[src/rtl/hsv_core_commit_arbiter_if.sv]
// Commit payload types and the unit/commit handshake bundle for the commit-order arbiter.
package hsv_core_commit_arbiter_pkg;
  localparam int unsigned NumUnits = 5;
  localparam int unsigned TokenW   = 8;
  localparam int unsigned XlenW    = 32;

  typedef logic [TokenW-1:0] insn_token_t;

  typedef struct packed {
    insn_token_t      token;
    logic [XlenW-1:0] pc;
  } commit_common_t;

  typedef struct packed {
    commit_common_t   common;
    logic             trap;
    logic             jump;
    logic [XlenW-1:0] result;
  } commit_data_t;
endpackage

interface hsv_core_commit_arbiter_if;
  import hsv_core_commit_arbiter_pkg::*;

  logic                        flush;
  logic         [NumUnits-1:0] in_valid;
  commit_data_t [NumUnits-1:0] in_data;
  logic         [NumUnits-1:0] in_ready;
  logic                        out_valid;
  commit_data_t                out_data;
  logic                        out_ready;
  insn_token_t                 expected_token;
  logic                        order_error;

  modport master (
    output flush, in_valid, in_data, out_ready,
    input  in_ready, out_valid, out_data, expected_token, order_error
  );

  modport slave (
    input  flush, in_valid, in_data, out_ready,
    output in_ready, out_valid, out_data, expected_token, order_error
  );
endinterface

[src/rtl/hsv_core_commit_arbiter.sv]
// Accepts only the execution-unit result carrying the next expected token and
// forwards it to commit through a one-entry output register.
module hsv_core_commit_arbiter
  import hsv_core_commit_arbiter_pkg::*;
(
  input  logic                     clk_core,
  input  logic                     rst_core_n,
  hsv_core_commit_arbiter_if.slave bus
);
  localparam int unsigned SelW = $clog2(NumUnits);
  localparam int unsigned CntW = $clog2(NumUnits + 1);

  logic [NumUnits-1:0] match;
  logic [SelW-1:0]     sel;
  logic [CntW-1:0]     match_cnt;
  logic                any_match;
  logic                multi_match;
  logic                space;
  logic                accept;

  // Token match per unit; descending scan leaves the lowest matching index in sel.
  always_comb begin
    match     = '0;
    sel       = '0;
    match_cnt = '0;
    for (int unsigned i = 0; i < NumUnits; i++) begin
      match[i]  = bus.in_valid[i] && (bus.in_data[i].common.token == bus.expected_token);
      match_cnt = match_cnt + CntW'(match[i]);
    end
    for (int i = int'(NumUnits) - 1; i >= 0; i--) begin
      if (match[i]) sel = SelW'(i);
    end
  end

  assign any_match   = |match;
  assign multi_match = match_cnt > CntW'(1);
  assign space       = !bus.out_valid || bus.out_ready;
  assign accept      = rst_core_n && !bus.flush && space && any_match;

  always_comb begin
    bus.in_ready = '0;
    if (accept) bus.in_ready[sel] = 1'b1;
  end

  // Output register; flush discards the held entry and restarts the token sequence.
  always_ff @(posedge clk_core or negedge rst_core_n) begin
    if (!rst_core_n) begin
      bus.out_valid      <= 1'b0;
      bus.out_data       <= '0;
      bus.expected_token <= '0;
      bus.order_error    <= 1'b0;
    end else if (bus.flush) begin
      bus.out_valid      <= 1'b0;
      bus.expected_token <= '0;
      bus.order_error    <= 1'b0;
    end else begin
      bus.order_error <= multi_match;
      if (accept) begin
        bus.out_data       <= bus.in_data[sel];
        bus.out_valid      <= 1'b1;
        bus.expected_token <= bus.expected_token + TokenW'(1);
      end else if (bus.out_ready) begin
        bus.out_valid <= 1'b0;
      end
    end
  end
endmodule

[src/flat_wrapper.sv]
// flat-port wrapper written by rule: the top's interface ports become plain ports
module hsv_core_commit_arbiter_flat import hsv_core_commit_arbiter_pkg::*;
  (clk_core, rst_core_n, bus_flush, bus_in_valid, bus_in_data, bus_out_ready, bus_in_ready, bus_out_valid, bus_out_data, bus_expected_token, bus_order_error);
  hsv_core_commit_arbiter_if bus_i ();
  input  logic clk_core;
  input  logic rst_core_n;
  input wire logic [$bits(bus_i.flush)-1:0] bus_flush;
  input wire logic [$bits(bus_i.in_valid)-1:0] bus_in_valid;
  input wire logic [$bits(bus_i.in_data)-1:0] bus_in_data;
  input wire logic [$bits(bus_i.out_ready)-1:0] bus_out_ready;
  output wire logic [$bits(bus_i.in_ready)-1:0] bus_in_ready;
  output wire logic [$bits(bus_i.out_valid)-1:0] bus_out_valid;
  output wire logic [$bits(bus_i.out_data)-1:0] bus_out_data;
  output wire logic [$bits(bus_i.expected_token)-1:0] bus_expected_token;
  output wire logic [$bits(bus_i.order_error)-1:0] bus_order_error;
  assign bus_i.flush = bus_flush;
  assign bus_i.in_valid = bus_in_valid;
  assign bus_i.in_data = bus_in_data;
  assign bus_i.out_ready = bus_out_ready;
  assign bus_in_ready = bus_i.in_ready;
  assign bus_out_valid = bus_i.out_valid;
  assign bus_out_data = bus_i.out_data;
  assign bus_expected_token = bus_i.expected_token;
  assign bus_order_error = bus_i.order_error;
  hsv_core_commit_arbiter u_core (.clk_core(clk_core), .rst_core_n(rst_core_n), .bus(bus_i));
endmodule
[config.mk]
export PLATFORM = sky130hd
export DESIGN_NAME = hsv_core_commit_arbiter_flat
export DESIGN_NICKNAME = d
export VERILOG_FILES = /design/src/rtl/hsv_core_commit_arbiter_if.sv /design/src/rtl/hsv_core_commit_arbiter.sv /design/src/flat_wrapper.sv
export SDC_FILE = /design/constraint.sdc
export NUM_CORES = 1
export LEC_CHECK = 0
export ABC_AREA = 1
export CELL_PAD_IN_SITES_DETAIL_PLACEMENT = 1
export CELL_PAD_IN_SITES_GLOBAL_PLACEMENT = 2
export CORE_MARGIN = 4
export CORE_UTILIZATION = 19
export CTS_CLUSTER_DIAMETER = 60
export DETAILED_ROUTE_END_ITERATION = 8
export GPL_ROUTABILITY_DRIVEN = 0
export PLACE_DENSITY = 0.88
export SLEW_MARGIN = 20
export SYNTH_ARGS = -nofsm -noshare
export SYNTH_HDL_FRONTEND = slang
export SYNTH_SLANG_ARGS = --single-unit
[constraint.sdc]
create_clock -name clk_core -period 5.1 [get_ports clk_core]
set_clock_uncertainty 0.2 [all_clocks]
set_input_delay 1.53 -clock clk_core [delete_from_list [all_inputs] [get_ports clk_core]]
set_output_delay 1.53 -clock clk_core [all_outputs]
set_load 0.02 [all_outputs]
==> flow_summary.yaml <==
clock_network:
  htree_num_levels: 3
  cts.path.max_buffers: 2
  cts_inserted_buffers: 9
  clk_latency_ns: 0.38
  clock_sinks: 84
  cts_tree: "yes"
  clockRootBuffer: "clkbuf_16"
  path_clk_slew_ns: 0.06
  holdBufCountCts: 0
sta:
  timing.final.crit_share: 0.982
  timing_hold_violations_final: 0
  max_freq_mhz: 200
  worst_pin_slew_ns: 1.12
  maxSlewViolCount: 0
  relSlewSlack: 0.254
  fin_crit_ns: 5.01
  finalSetupViolations: 0
worst_setup_path:
  path_class: "in2out"
  arrival_ns: 3.28
  cp-start-kind: "input port"
  required_ns: 3.37
  worstPathMaxFanout: 3
  crit_path_end_kind: "output pin"
grt:
  grt_pass1_vias: 13100
  antenna_found_initial: 2
  gr-total-overflow: 0
  grt_max_degree: 75
  grt_first_pass_wirelength_um: 76100
  grt_usage: 0.195
die:
  die_w_um: 224
  start_util: 0.194
  core_um2: 45800
  die-area_um2: 50200
  ios: 468
  die_y_um: 224
  row_count: 78
logic_synthesis:
  yosysSeqAreaShare: 0.237
  syn_avg_cell_area_um2: 5.58
  yosysWarnings: 0
  synth_flop_cell: "dfrtp_1"
  netlist_instances: 1588
  netlist-cell-type-count: 32
  ys_async_sr_fraction: 1.00
  syn_nets: 1972
  synth-edff-count: 0
  yosys_register_bits: 84
  syn_area_um2: 8860
pwr:
  ir_drop_uv: 110
  leakagePower_nw: 8.46
  power_density_nw_per_um2: 168
finish:
  layout.nets: 2471
  utilization: 0.335
  num-fill-cells: 5909
  fin_cells: 2691
  layout-drive-gt1-share: 0.130
  syn2layout_area_growth_pct: 73.1
detailed_routing:
  vias: 12000
  viasPerCell: 4.47
  routed_wirelength_um: 50300
  ant_nets: 0
  wl_per_cell_um: 18.7
  drc: 0
  first_iter_violations: 492
  drt-pass1-iter-count: 5
job:
  cap_violations: 0
hold_path:
  hp-class: "reg2reg"
run_status:
  outcome: "complete, no violations"
placed_design:
  io_buffer_count: 467
  hpwl_um: 38900
  placed_cells: 2658
==> metal layers <==
layer | GRT usage | wire (um)
met5 | 0 | 13
met4 | 0.0758 | 1690
met1 | 0.231 | 20900
met3 | 0.0558 | 3980
met2 | 0.336 | 23700
==> final timing paths <==
| check | cells past startpoint | slack [ns] | to | start |
|---|---|---|---|---|
| worst min register to register | 3 | 0.35 | u_core.bus.out_data[26] | u_core.bus.out_data[26] |
| max in group asynchronous | 3 | 2.41 | u_core.bus.out_data[9] | rst_core_n |
| worst min-delay path | 3 | 0.35 | u_core.bus.out_data[26] | u_core.bus.out_data[26] |
| worst max-delay path | 13 | 0.09 | bus_in_ready[2] | bus_in_data[294] |
| worst max register to register | 18 | 1.03 | u_core.bus.expected_token[1] | u_core.bus.expected_token[4] |
| min in group asynchronous | 2 | 1.11 | u_core.bus.out_data[68] | rst_core_n |
==> synthesized netlist by cell type, types with 2 or more instances <==
library cell | number | area share
dfrtp_1 | 84 | 0.24
nand4_1 | 8 | 0.0056
or2_2 | 54 | 0.038
xor2_1 | 4 | 0.0040
fa_1 | 2 | 0.0045
buf_2 | 47 | 0.027
ha_1 | 3 | 0.0042
nand3b_1 | 2 | 0.0017
a21oi_1 | 82 | 0.046
buf_6 | 2 | 0.0025
inv_1 | 401 | 0.17
clkbuf_1 | 20 | 0.0085
nor2_1 | 45 | 0.019
buf_1 | 8 | 0.0034
or2_1 | 21 | 0.015
xnor2_1 | 5 | 0.0049
nand2_1 | 355 | 0.15
o21ai_1 | 5 | 0.0028
inv_2 | 11 | 0.0047
o21ai_0 | 5 | 0.0028
buf_4 | 18 | 0.015
o31ai_1 | 2 | 0.0017
and3_1 | 2 | 0.0014
nor2_2 | 4 | 0.0028
nor3_1 | 8 | 0.0045
nand3_1 | 384 | 0.22
==> cell usage in the layout, fill, tap and decap left out, drive strengths merged, types with 4 or more instances in the layout <==
cell,instances
dfrtp,84
nand4,9
or2,75
xnor2,5
xor2,4
nand2,357
dlygate4sd2,12
clkbuf,15
buf,122
o21ai,11
nor3,8
a21oi,82
clkdlybuf4s50,425
nand3,384
inv,412
dlymetal6s2s,18
nor2,49
==> registers in the layout, summed over array words and instances (netlist names) <==
register	flops
u_core.bus.out_valid	1
u_core.bus.expected_token	8
u_core.bus.out_data	74
u_core.bus.order_error	1
==> report_power, final <==
group | total (mW) | internal, mW | switching [mW] | leakage (nW)
Clock | 0.707 | 0.401 | 0.306 | 0.145
Sequential | 0.819 | 0.764 | 0.0552 | 1.10
Combinational | 1.05 | 0.586 | 0.461 | 7.21
Total | 2.57 | 1.75 | 0.823 | 8.46
==> cell families (layout without fill, tap and decap cells) <==
family / count (synthesis) / after routing / synth area share
AND/OR/NAND/NOR: 887 / 887 / 0.459
buffers and inverters: 508 / 1010 / 0.231
AO/OA/AOI/OAI: 95 / 95 / 0.0546
flip-flops: 84 / 84 / 0.237
XOR/XNOR: 9 / 9 / 0.00889
adder cells (fa/ha/maj): 5 / 5 / 0.00875
other: 0 / 1 / 0
==> critical path: stages <==
cell	delay, ns
clkdlybuf4s50_1	0.51
inv_1	0.07
nand2_1	0.07
nand2_2	0.07
inv_1	0.06
nand4_1	0.12
nor2_4	0.16
nor2_4	0.07
nor2_4	0.09
inv_2	0.05
buf_4	0.15
nor3_4	0.19
buf_6	0.14
==> through the flow <==
step	cell area, um^2	setup TNS (ns)	power (mW)	setup slack [ns]	hold slack, ns
final	15300	0	2.57	0.0904	0.350
after floorplan	8920	0	1.21	0.00660	0.444
after global routing	15300	-0.0235	2.74	-0.0114	0.373
after CTS	15100	0	2.62	0.00786	0.356
after detailed placement	14700	-30.14	1.88	-0.738	0.340
after global placement	14700	-27.10	1.86	-0.654	0.326
==> cell type report <==
cell class | count | area, um^2 | area share
well taps | 600 | 751 | 0.0489
multi-input cells | 996 | 5020 | 0.327
repair buffers | 583 | 5620 | 0.366
diodes | 1 | 2.50 | 0.000163
clock inverters | 2 | 35.0 | 0.00228
flip-flops and latches | 84 | 2100 | 0.137
inverters | 413 | 1550 | 0.101
clock buffers | 12 | 256 | 0.0167
==> repair_timing <==
item                                    4_1_cts  5_1_grt
endpoints found under the setup margin        6        6
pin swaps                                    13       22
setup buffers                                10        8
resized for setup                            73       63
(Power assumes the default switching activity.)
